[src/rtl/spi_flash_responder.sv]
// spi_flash_responder: SPI mode-0 flash emulator serving JEDEC ID, status and fast read from a req/gnt/rvalid memory port
module spi_flash_responder #(
   parameter logic [23:0] JEDEC_ID    = 24'hEF4018,
   parameter int          SYNC_STAGES = 2
) (
   input  logic        clk_i,
   input  logic        rst_ni,
   input  logic        spi_sck_i,
   input  logic        spi_csn_i,
   input  logic        spi_mosi_i,
   output logic        spi_miso_o,
   output logic        spi_miso_oe_o,
   output logic        mem_req_o,
   output logic [23:0] mem_addr_o,
   input  logic        mem_gnt_i,
   input  logic        mem_rvalid_i,
   input  logic [7:0]  mem_rdata_i,
   output logic        cmd_err_o,
   output logic        underrun_o,
   output logic        busy_o
);
   typedef enum logic [2:0] {IDLE, CMD, ADDR, DUMMY, DATA, ID, STATUS, IGNORE} state_t;
   state_t state;
   logic [SYNC_STAGES-1:0] sck_sync, csn_sync, mosi_sync;
   logic sck_s, csn_s, mosi_s, sck_q, csn_q, rise, fall;
   logic [4:0] cnt;
   logic [22:0] sr;
   logic [23:0] bit_in, out_sr, addr;
   logic [7:0] pbuf, val;
   logic pbuf_vld, bnd, want, wait_rv, stale, resolving, good_rv, have, boundary, kill;
   assign sck_s     = sck_sync[SYNC_STAGES-1];
   assign csn_s     = csn_sync[SYNC_STAGES-1];
   assign mosi_s    = mosi_sync[SYNC_STAGES-1];
   assign rise      = sck_s & ~sck_q;
   assign fall      = ~sck_s & sck_q;
   assign busy_o    = ~csn_s;
   assign bit_in    = {sr, mosi_s};
   assign resolving = wait_rv & mem_rvalid_i;
   assign good_rv   = resolving & ~stale;
   assign have      = pbuf_vld | good_rv;
   assign val       = pbuf_vld ? pbuf : (good_rv ? mem_rdata_i : 8'hFF);
   assign boundary  = (state == DATA) & fall & bnd;
   assign kill      = csn_s | (boundary & ~have);
   always_ff @(posedge clk_i or negedge rst_ni) begin
      if (!rst_ni) begin
         sck_sync      <= '0;
         csn_sync      <= '1;
         mosi_sync     <= '0;
         sck_q         <= 1'b0;
         csn_q         <= 1'b1;
         state         <= IDLE;
         cnt           <= '0;
         sr            <= '0;
         out_sr        <= '0;
         addr          <= '0;
         pbuf          <= '0;
         pbuf_vld      <= 1'b0;
         bnd           <= 1'b0;
         want          <= 1'b0;
         wait_rv       <= 1'b0;
         stale         <= 1'b0;
         spi_miso_o    <= 1'b0;
         spi_miso_oe_o <= 1'b0;
         mem_req_o     <= 1'b0;
         mem_addr_o    <= '0;
         cmd_err_o     <= 1'b0;
         underrun_o    <= 1'b0;
      end else begin
         sck_sync   <= {sck_sync[SYNC_STAGES-2:0], spi_sck_i};
         csn_sync   <= {csn_sync[SYNC_STAGES-2:0], spi_csn_i};
         mosi_sync  <= {mosi_sync[SYNC_STAGES-2:0], spi_mosi_i};
         sck_q      <= sck_s;
         csn_q      <= csn_s;
         cmd_err_o  <= 1'b0;
         underrun_o <= 1'b0;
         if (mem_req_o && mem_gnt_i) begin
            mem_req_o <= 1'b0;
            wait_rv   <= 1'b1;
         end
         if (resolving) wait_rv <= 1'b0;
         stale <= kill ? (mem_req_o | wait_rv) & ~resolving : stale & ~resolving;
         if (good_rv) begin
            pbuf     <= mem_rdata_i;
            pbuf_vld <= 1'b1;
         end
         if (want && !mem_req_o && !wait_rv && !csn_s && !boundary) begin
            mem_req_o  <= 1'b1;
            mem_addr_o <= addr;
            want       <= 1'b0;
         end
         if (csn_s) begin
            state         <= IDLE;
            spi_miso_oe_o <= 1'b0;
            spi_miso_o    <= 1'b0;
            cnt           <= '0;
            bnd           <= 1'b0;
            want          <= 1'b0;
            pbuf_vld      <= 1'b0;
         end else begin
            case (state)
               IDLE: state <= csn_q ? CMD : IDLE;
               CMD: if (rise) begin
                  sr  <= bit_in[22:0];
                  cnt <= cnt + 5'd1;
                  if (cnt == 5'd7) begin
                     cnt <= '0;
                     if (bit_in[7:0] == 8'h0B) state <= ADDR;
                     else if (bit_in[7:0] == 8'h9F) begin
                        state  <= ID;
                        out_sr <= JEDEC_ID;
                     end else if (bit_in[7:0] == 8'h05) begin
                        state  <= STATUS;
                        out_sr <= '0;
                     end else begin
                        state     <= IGNORE;
                        cmd_err_o <= 1'b1;
                     end
                  end
               end
               ADDR: if (rise) begin
                  sr  <= bit_in[22:0];
                  cnt <= cnt + 5'd1;
                  if (cnt == 5'd23) begin
                     cnt   <= '0;
                     addr  <= bit_in;
                     want  <= 1'b1;
                     state <= DUMMY;
                  end
               end
               DUMMY: if (rise) begin
                  cnt <= cnt + 5'd1;
                  if (cnt == 5'd7) begin
                     cnt   <= '0;
                     bnd   <= 1'b1;
                     state <= DATA;
                  end
               end
               DATA: begin
                  if (rise) begin
                     cnt <= cnt + 5'd1;
                     if (cnt == 5'd7) begin
                        cnt <= '0;
                        bnd <= 1'b1;
                     end
                  end
                  if (boundary) begin
                     spi_miso_oe_o <= 1'b1;
                     spi_miso_o    <= val[7];
                     out_sr        <= {val[6:0], 17'h0};
                     bnd           <= 1'b0;
                     pbuf_vld      <= 1'b0;
                     addr          <= addr + 24'd1;
                     want          <= 1'b1;
                     underrun_o    <= ~have;
                  end else if (fall) begin
                     spi_miso_o <= out_sr[23];
                     out_sr     <= {out_sr[22:0], out_sr[23]};
                  end
               end
               ID, STATUS: if (fall) begin
                  spi_miso_oe_o <= 1'b1;
                  spi_miso_o    <= out_sr[23];
                  out_sr        <= {out_sr[22:0], out_sr[23]};
               end
               default: ;
            endcase
         end
      end
   end
endmodule
[config.mk]
export PLATFORM = sky130hd
export DESIGN_NAME = spi_flash_responder
export DESIGN_NICKNAME = d
export VERILOG_FILES = /design/src/rtl/spi_flash_responder.sv
export SDC_FILE = /design/constraint.sdc
export NUM_CORES = 1
export LEC_CHECK = 0
export ABC_AREA = 1
export CAP_MARGIN = 20
export CELL_PAD_IN_SITES_DETAIL_PLACEMENT = 0
export CELL_PAD_IN_SITES_GLOBAL_PLACEMENT = 2
export CORE_ASPECT_RATIO = 2
export CORE_MARGIN = 2
export CORE_UTILIZATION = 27
export DETAILED_ROUTE_END_ITERATION = 8
export PLACE_DENSITY = 0.73
export SLEW_MARGIN = 25
export SYNTH_ARGS = -nofsm -noshare
export SYNTH_HDL_FRONTEND = slang
export SYNTH_SLANG_ARGS = --single-unit
[constraint.sdc]
create_clock -name clk_i -period 2.05 [get_ports clk_i]
set_input_delay 0.41 -clock clk_i [delete_from_list [all_inputs] [get_ports clk_i]]
set_output_delay 0.41 -clock clk_i [all_outputs]
set_load 0.01 [all_outputs]
Yosys cells after proc, flatten, opt, wreduce, memory -nomap -nowiden

Cells that the tools add are included.

Add/sub/neg operators: 2
Multipliers: 0
Divide/modulo/power cells: 0
Magnitude comparators: 0
Eq/ne operators: 27
Shift operators: 0
Muxes and demuxes: 70
Bitwise gates (word level): 18
Reduce and logical (&&, ||, !) cells: 27

Operators with widths:

| cell                    | count |
|---|---|
| $mux W24                | 10 |
| $pmux W24 S3            | 1 |
| $pmux W24 S2            | 1 |
| $mux W1                 | 36 |
| $ne A3 B3 Y1 const B    | 9 |
| $mux W5                 | 5 |
| $add A24 B1 Y24 const B | 1 |
| $mux W3                 | 8 |
| $mux W8                 | 2 |
| $ne A2 B2 Y1 const B    | 6 |
| $pmux W3 S4             | 1 |
| $reduce_bool A3 Y1      | 4 |
| $pmux W5 S2             | 1 |
| $and A1 B1 Y1           | 9 |
| $eq A3 B3 Y1 const B    | 3 |
| $reduce_and A3 Y1       | 3 |
| $eq A8 B3 Y1 const B    | 1 |
| $eq A8 B4 Y1 const B    | 1 |
| $eq A8 B8 Y1 const B    | 1 |
| $pmux W1 S2             | 4 |
| $reduce_and A7 Y1       | 1 |
| $eq A3 B2 Y1 const B    | 2 |
| $not A1 Y1              | 6 |
| $reduce_and A6 Y1       | 1 |
| 15 further kinds        | 27 |

Register bits after elaboration: 129
Latch bits: 0
RAM bits: 0
ROM bits: 0
Input port bits: 15
Output and inout port bits: 30
Word-level logic and storage cells: 166
Memories kept: 0

Longest topological paths before layout

Gate-level depths: netlist of run 1.

Depth after elaboration: 11
Mapped depth: 11
Depth with buffers taken out: 10

Least setup slack after synthesis of run 1

Ideal clock, no wire load.

Path kind: reg2reg
Start point: register csn_sync[1]
End point: register addr[16]
Arrival: 1.489 ns
Required time: 1.934 ns
Slack: 0.445 ns
Cell stages (with the launch flop): 11
Clock period less this slack: 1.605 ns
Cell sequence: dfstp_2 buf_2 clkinv_1 nand3_1 nand2_1 nand3_2 buf_6 buf_6 nor2_2 nand2_1 nand2_1

Longest elaborated chain between the ends: 2

RTL lines:

| item                               | RTL line | text |
|---|---|---|
| start: declaration                 | 24       | `logic [SYNC_STAGES-1:0] sck_sync, csn_sync, mosi_sync;` |
| start signal: assignment           | 70       | `csn_sync <= {csn_sync[SYNC_STAGES-2:0], spi_csn_i};` |
| $not A1 Y1 (no source line)        | -        |  |
| $reduce_and A5 Y1 (no source line) | -        |  |
| end signal: assignment             | 125      | `addr <= bit_in;` |
| end signal: assignment             | 152      | `addr <= addr + 24'd1;` |
| end: declaration                   | 28       | `logic [23:0] bit_in, out_sr, addr;` |

No other way between the ends.
A chain may end at the register's enable or synchronous reset.

Final worst setup path of run 1

Start point: register csn_sync[1]
End point: output busy_o

Longest elaborated chain between the ends: 1

RTL lines:

| item                        | RTL line | text |
|---|---|---|
| $not A1 Y1 (no source line) | -        |  |
| end: declaration            | 20       | `output logic busy_o` |

No other way between the ends.

==> results.json, run 1 <==
{
  "report.power.total_uw": 9800,
  "synth_top_area_share": 0.446,
  "drcViolationCount": 0,
  "drive_gt1_frac": 0.101,
  "portBuffers": 44,
  "p_leak_uw": 0.00435,
  "holdCritPathClass": "flip-flop to flip-flop",
  "finalWirelength_um": 21600,
  "grt_pass1_wl_um": 35000,
  "routed.top_layer": "met4",
  "drtAntennaViolNets": 0,
  "synthFlopType": "dfrtp_1",
  "path_max_fanout": 5,
  "synth_nets": 1022,
  "async_reset_ff_frac": 1.00,
  "post_drt_wl_per_cell_um": 15.1,
  "grt_antenna_before_repair": 0,
  "gr-usage-all-layers": 0.167,
  "cts_buffers": 17,
  "synth.lib_cells_used.distinct": 35,
  "synth_top_cells_by_count": "nand2_1 (417), dfrtp_1 (126), inv_1 (105)",
  "synth.yosys.seq_area_share": 0.457,
  "dpl.hpwl_um": 16500,
  "synth_area_um2": 7080,
  "status": "finished, final reports clean",
  "finClkSkew_ns": 0.0102,
  "clkLatencyLatePin_ns": 0.44,
  "finalSetupViolations": 0,
  "vias": 6407,
  "grt.overflow.total": 0,
  "setup_tns_ns": 0,
  "critical_path_class": "flip-flop to output pin",
  "final_max_slew_viol_count": 0,
  "wl_met2_um": 12800,
  "synth.most_common_cell": "nand2_1",
  "coreArea_um2": 25800,
  "fin_nets": 1096,
  "synth_top_cell_by_area": "dfrtp_1",
  "cap_violations": 0,
  "wl_met3_um": 436,
  "end_kind": "output pin",
  "relSlewSlack": 0.637,
  "cp.arrival_ns": 1.45,
  "slowest_delay_ns": 0.53,
  "synth_edf_count": 0,
  "die_y_um": 233,
  "viasPerCell": 4.47,
  "clk_pin_slew_ns": 0.06,
  "placementRows": 83,
  "routabilityCongestion": 0.869,
  "grt_pass1_vias": 6598,
  "critPathBufInv": 2,
  "grt_start_max_net_pins": 50,
  "initial_core_util": 0.275,
  "avgSynthCellArea_um2": 7.04,
  "ys_seq_elements": 129,
  "fin_util": 0.340,
  "ctsRootBufferMaster": "clkbuf_16",
  "dr.pass1.iters": 5,
  "ys_warn_count": 0,
  "fmax_mhz": 539,
  "hold_viol_final": 0,
  "htreeDepth": 4,
  "crit_chain": "clkinv_1 > dlygate4sd2_1",
  "synthToLayoutAreaGrowth_pct": 23.7,
  "path_delay_family": "flip-flops",
  "ir_drop_uv": 570,
  "post-cts-setup-buffer-count": 0,
  "cts_tree": "yes",
  "clock_path_buffers": 2,
  "ios": 45,
  "fin_cells": 1432,
  "die_area_um2": 27600,
  "synthTopCellsByArea": "dfrtp_1 (45%), nand2_1 (22%), o21ai_0 (6.2%)",
  "final_min_period_over_clock_period": 0.905,
  "place_inst": 1399,
  "required_ns": 1.64,
  "synthCells": 1005,
  "crit_slowest_cell": "dfstp_2",
  "drtIter0Drc": 319,
  "drt-met1-wl_um": 7510,
  "start_kind": "flip-flop",
  "cts_num_sinks": 129,
  "fp.dieW_um": 118,
  "worst_pin_slew_ns": 0.540,
  "finalCriticalPeriod_ns": 1.86,
  "p_per_area_nw_per_um2": 1120,
  "holdWs_ns": 0.352,
  "diodes": 0
}
metal layers:
metal | global-route usage | vias to the layer above
li1 | - | 3282
met1 | 0.153 | 2995
met2 | 0.338 | 93
met3 | 0.0301 | 37
met4 | 0.0878 | 0
met5 | 0 | -
cells in the final DEF, fill, tap and decap left out, drive strengths merged:
| cell | netlist | routed |
|---|---|---|
| a21oi | 17 | 17 |
| a22o | 1 | 1 |
| a31oi | 2 | 2 |
| and2 | 1 | 1 |
| buf | 30 | 48 |
| bufinv | 0 | 2 |
| clkbuf | 7 | 18 |
| clkdlybuf4s50 | 0 | 42 |
| clkinv | 2 | 3 |
| clkinvlp | 0 | 3 |
| dfrtp | 126 | 126 |
| dfstp | 3 | 3 |
| dlygate4sd2 | 0 | 1 |
| dlygate4sd3 | 0 | 1 |
| ha | 2 | 2 |
| inv | 109 | 117 |
| mux2 | 1 | 1 |
| nand2 | 420 | 420 |
| nand3 | 83 | 83 |
| nand3b | 1 | 1 |
| nand4 | 6 | 6 |
| nor2 | 85 | 85 |
| nor3 | 3 | 3 |
| o21a | 3 | 3 |
| o21ai | 95 | 95 |
| o31ai | 1 | 1 |
| or2 | 5 | 5 |
| xnor2 | 1 | 1 |
| xor2 | 1 | 1 |
sequential cells by signal (all words and copies together), names as in the netlist, 2 cells and up:
register / flops
sr: 23
addr: 24
pbuf: 8
mosi_sync: 2
csn_sync: 2
state: 3
cnt: 5
sck_sync: 2
out_sr: 24
mem_addr_o: 24
worst register-to-register path, stage by stage (launching register included):
cell and delay, ns:
dfrtp_1 0.39, ha_1 0.20, nand4_1 0.17, o21ai_1 0.25
nand3_4 0.25, inv_1 0.11, buf_4 0.23, nand2_1 0.07
o21ai_0 0.08
per-stage QoR:
step,worst slack (ns),area [um2]
2_1_floorplan,0.445,7080
3_3_place_gp,0.0987,8140
3_5_place_dp,0.123,8140
4_1_cts,0.131,8740
5_1_grt,-0.00862,8750
6_report,0.195,8750
logic make-up after synthesis:
group | Yosys count | synth area share
DFF | 129 | 0.457
and+or+nand+nor | 604 | 0.355
buffers and inverters | 148 | 0.0935
muxes | 1 | 0.00159
AOI/OAI and AO/OA | 119 | 0.0870
xor gates and xnor gates | 2 | 0.00248
adders and majority gates | 2 | 0.00354
layout make-up:
cell class	instances	area [um2]
Timing Repair Buffer	92	891
Sequential cell	129	3230
Clock inverter	14	166
Inverter	111	417
Clock buffer	18	429
Tap cell	340	425
Fill cell	2927	17000
Multi-Input combinational cell	728	3190
timing repair:
item                                    CTS  global route
hold endpoints to repair                 34             0
endpoints found under the setup margin    1            14
resized for setup                         1             1
hold buffers                              1             0
path summary, 6_finish.rpt:
check / startpoint / end / slack, ns / cells past startpoint
hold reg to reg: sck_sync[0]$_DFF_PN0_ / sck_sync[1]$_DFF_PN0_ / 0.35 / 0
setup / recovery: csn_sync[1]$_DFF_PN1_ / busy_o / 0.19 / 2
hold / removal: sck_sync[0]$_DFF_PN0_ / sck_sync[1]$_DFF_PN0_ / 0.35 / 0
max in group asynchronous: rst_ni / addr[9]$_DFFE_PN0P_ / 1.00 / 3
setup reg to reg: cnt[0]$_DFFE_PN0P_ / addr[4]$_DFFE_PN0P_ / 0.21 / 8
min in group asynchronous: rst_ni / underrun_o$_DFF_PN0_ / 0.45 / 2
where the power goes:
group	total [uW]	switching, uW	internal, uW
combinational	2940	1860	1080
sequential	3700	543	3160
clock	3160	1330	1830
total	9800	3740	6060
Power figures use the tool's default switching activity.
==> run 2: changes to the inputs <==
--- a/config.mk
+++ b/config.mk
@@ -14,6 +14,7 @@
 export CORE_UTILIZATION = 27
 export DETAILED_ROUTE_END_ITERATION = 8
 export PLACE_DENSITY = 0.73
+export SKIP_LAST_GASP = 1
 export SLEW_MARGIN = 25
 export SYNTH_ARGS = -nofsm -noshare
 export SYNTH_HDL_FRONTEND = slang
==> results of run 2 <==
No change in the layout: final DEF, timing and power equal those of run 1.
==> run 3: changes to the inputs <==
--- a/config.mk
+++ b/config.mk
@@ -13,6 +13,7 @@
 export CORE_MARGIN = 2
 export CORE_UTILIZATION = 27
 export DETAILED_ROUTE_END_ITERATION = 8
+export MAX_ROUTING_LAYER = met4
 export PLACE_DENSITY = 0.73
 export SKIP_LAST_GASP = 1
 export SLEW_MARGIN = 25
==> constraint.sdc (replaced) <==
create_clock -name clk_i -period 2.3 [get_ports clk_i]
set_input_delay 0.46 -clock clk_i [delete_from_list [all_inputs] [get_ports clk_i]]
set_output_delay 0.46 -clock clk_i [all_outputs]
set_load 0.01 [all_outputs]
==> results.json, run 3 (synthesis gave the netlist of run 1 again) <==
{
  "worst_pin_slew_ns": 0.664,
  "initial_core_util": 0.275,
  "dr.pass1.iters": 4,
  "fin_cells": 1410,
  "die_y_um": 233,
  "gr-usage-all-layers": 0.166,
  "multi_input_area_um2": 3180,
  "combPwrFrac": 0.278,
  "finalCriticalPeriod_ns": 2.12,
  "required_ns": 1.84,
  "placementRows": 83,
  "portBuffers": 44,
  "crit_slowest_cell": "dfstp_2",
  "drive_gt1_frac": 0.0832,
  "dp_slack_ns": 0.314,
  "path_max_fanout": 5,
  "reg2reg_from": "cnt[0]$_DFFE_PN0P_",
  "grt_pass1_wl_um": 34000,
  "place_inst": 1377,
  "seqCellArea_um2": 3230,
  "cts_tree": "yes",
  "drtAntennaViolNets": 0,
  "cts_buffers": 17,
  "swShare": 0.371,
  "cp.arrival_ns": 1.66,
  "synthToLayoutAreaGrowth_pct": 21.6,
  "p_int_uw": 5470,
  "clkLatencyLatePin_ns": 0.45,
  "hp-start": "sck_sync[0]$_DFF_PN0_",
  "grt_antenna_before_repair": 0,
  "pwr-share-seq": 0.381,
  "ir_drop_uv": 497,
  "p_clk_frac": 0.340,
  "routabilityCongestion": 0.874,
  "fp.dieW_um": 118,
  "slowest_delay_ns": 0.54,
  "cap_violations": 0,
  "post_drt_wl_per_cell_um": 15.1,
  "grt.overflow.total": 0,
  "final_max_slew_viol_count": 0,
  "grt_start_max_net_pins": 50,
  "ios": 45,
  "holdWs_ns": 0.347,
  "wl_met2_um": 12500,
  "clock_path_buffers": 2,
  "final_cell_mix": "nand2_1 (417), dfrtp_1 (126), inv_1 (105)",
  "end_kind": "output pin",
  "relSlewSlack": 0.557,
  "fin_nets": 1074,
  "drt-met1-wl_um": 7740,
  "finalSetupViolations": 0,
  "grt_pass1_vias": 6345,
  "wl_met3_um": 503,
  "placed_area_um2": 7960,
  "finalWirelength_um": 21200,
  "start_kind": "flip-flop",
  "holdCritPathClass": "flip-flop to flip-flop",
  "n_fill_cell": 2935,
  "routed.top_layer": "met4",
  "reg_top3": "addr x24, mem_addr_o x24, out_sr x24",
  "viasPerCell": 4.49,
  "htreeDepth": 4,
  "p_switching_uw": 3230,
  "final_min_period_over_clock_period": 0.922,
  "fmax_mhz": 472,
  "cts_num_sinks": 129,
  "status": "finished, final reports clean",
  "finClkSkew_ns": 0.00521,
  "dpl.hpwl_um": 15700,
  "mostFrequentLayoutCell": "nand2_1",
  "critical_path_class": "flip-flop to output pin",
  "diodes": 0,
  "die_area_um2": 27600,
  "setup_slack_ns": 0.180,
  "clk_pin_slew_ns": 0.06,
  "cts_hold_buf": 1,
  "vias": 6332,
  "cts_repair_resize_count": 0,
  "coreArea_um2": 25800,
  "crit_chain": "clkinv_1 > clkdlybuf4s50_1",
  "drcViolationCount": 0,
  "drtIter0Drc": 242,
  "startpoint": "csn_sync[1]$_DFF_PN1_",
  "setup_tns_ns": 0,
  "ctsRootBufferMaster": "clkbuf_16",
  "hold_viol_final": 0,
  "rsz0062_at_grt": "false",
  "post-cts-setup-buffer-count": 0,
  "p_leak_uw": 0.00425,
  "p_per_area_nw_per_um2": 1010,
  "stdcell_area_um2": 8600
}
## run 3: worst paths after layout
| check | endpoint | slack [ns] | depth (start not counted) |
|---|---|---|---|
| max | busy_o | 0.18 | 2 |
| min | sck_sync[1]$_DFF_PN0_ | 0.35 | 0 |
| max reg2reg | addr[5]$_DFFE_PN0P_ | 0.33 | 6 |
| min reg2reg | sck_sync[1]$_DFF_PN0_ | 0.35 | 0 |
| max in group asynchronous | mem_addr_o[8]$_DFFE_PN0P_ | 1.12 | 3 |
| min in group asynchronous | cnt[2]$_DFFE_PN0P_ | 0.51 | 2 |
## run 3: metrics by stage
stage                     power (uW)  utilization
after floorplan                 4960            -
after global placement          5810        0.309
after detailed placement        5830        0.309
after CTS                       8850        0.334
after global routing            9300        0.334
final                           8700        0.334
## run 3: area by class of cell
| class | count | share of cell area |
|---|---|---|
| inverters | 111 | 0.0484 |
| flip-flops and latches | 129 | 0.376 |
| clock buffers | 17 | 0.0495 |
| multi-input cells | 728 | 0.370 |
| repair buffers | 70 | 0.0831 |
| well taps | 340 | 0.0495 |
| clock inverters | 15 | 0.0239 |
## run 3: critical path, delay by kind of cell (launching register included)
family	cells	cell delay (ns)
buf+inv	2	0.67
flops	1	0.54
## run 3: layer usage
metal | track usage | vias up
met3 | 0.0316 | 20
met1 | 0.153 | 2989
met5 | - | -
met4 | 0.0751 | 0
met2 | 0.324 | 91
li1 | - | 3232
## run 3: power groups by stage
stage	logic, uW	registers (uW)	clock network, uW
final	2420	3320	2960
after global routing	2780	3390	3130
after CTS	2490	3320	3040
after detailed placement	2480	3360	0
after global placement	2460	3350	0
after floorplan	1780	3180	0
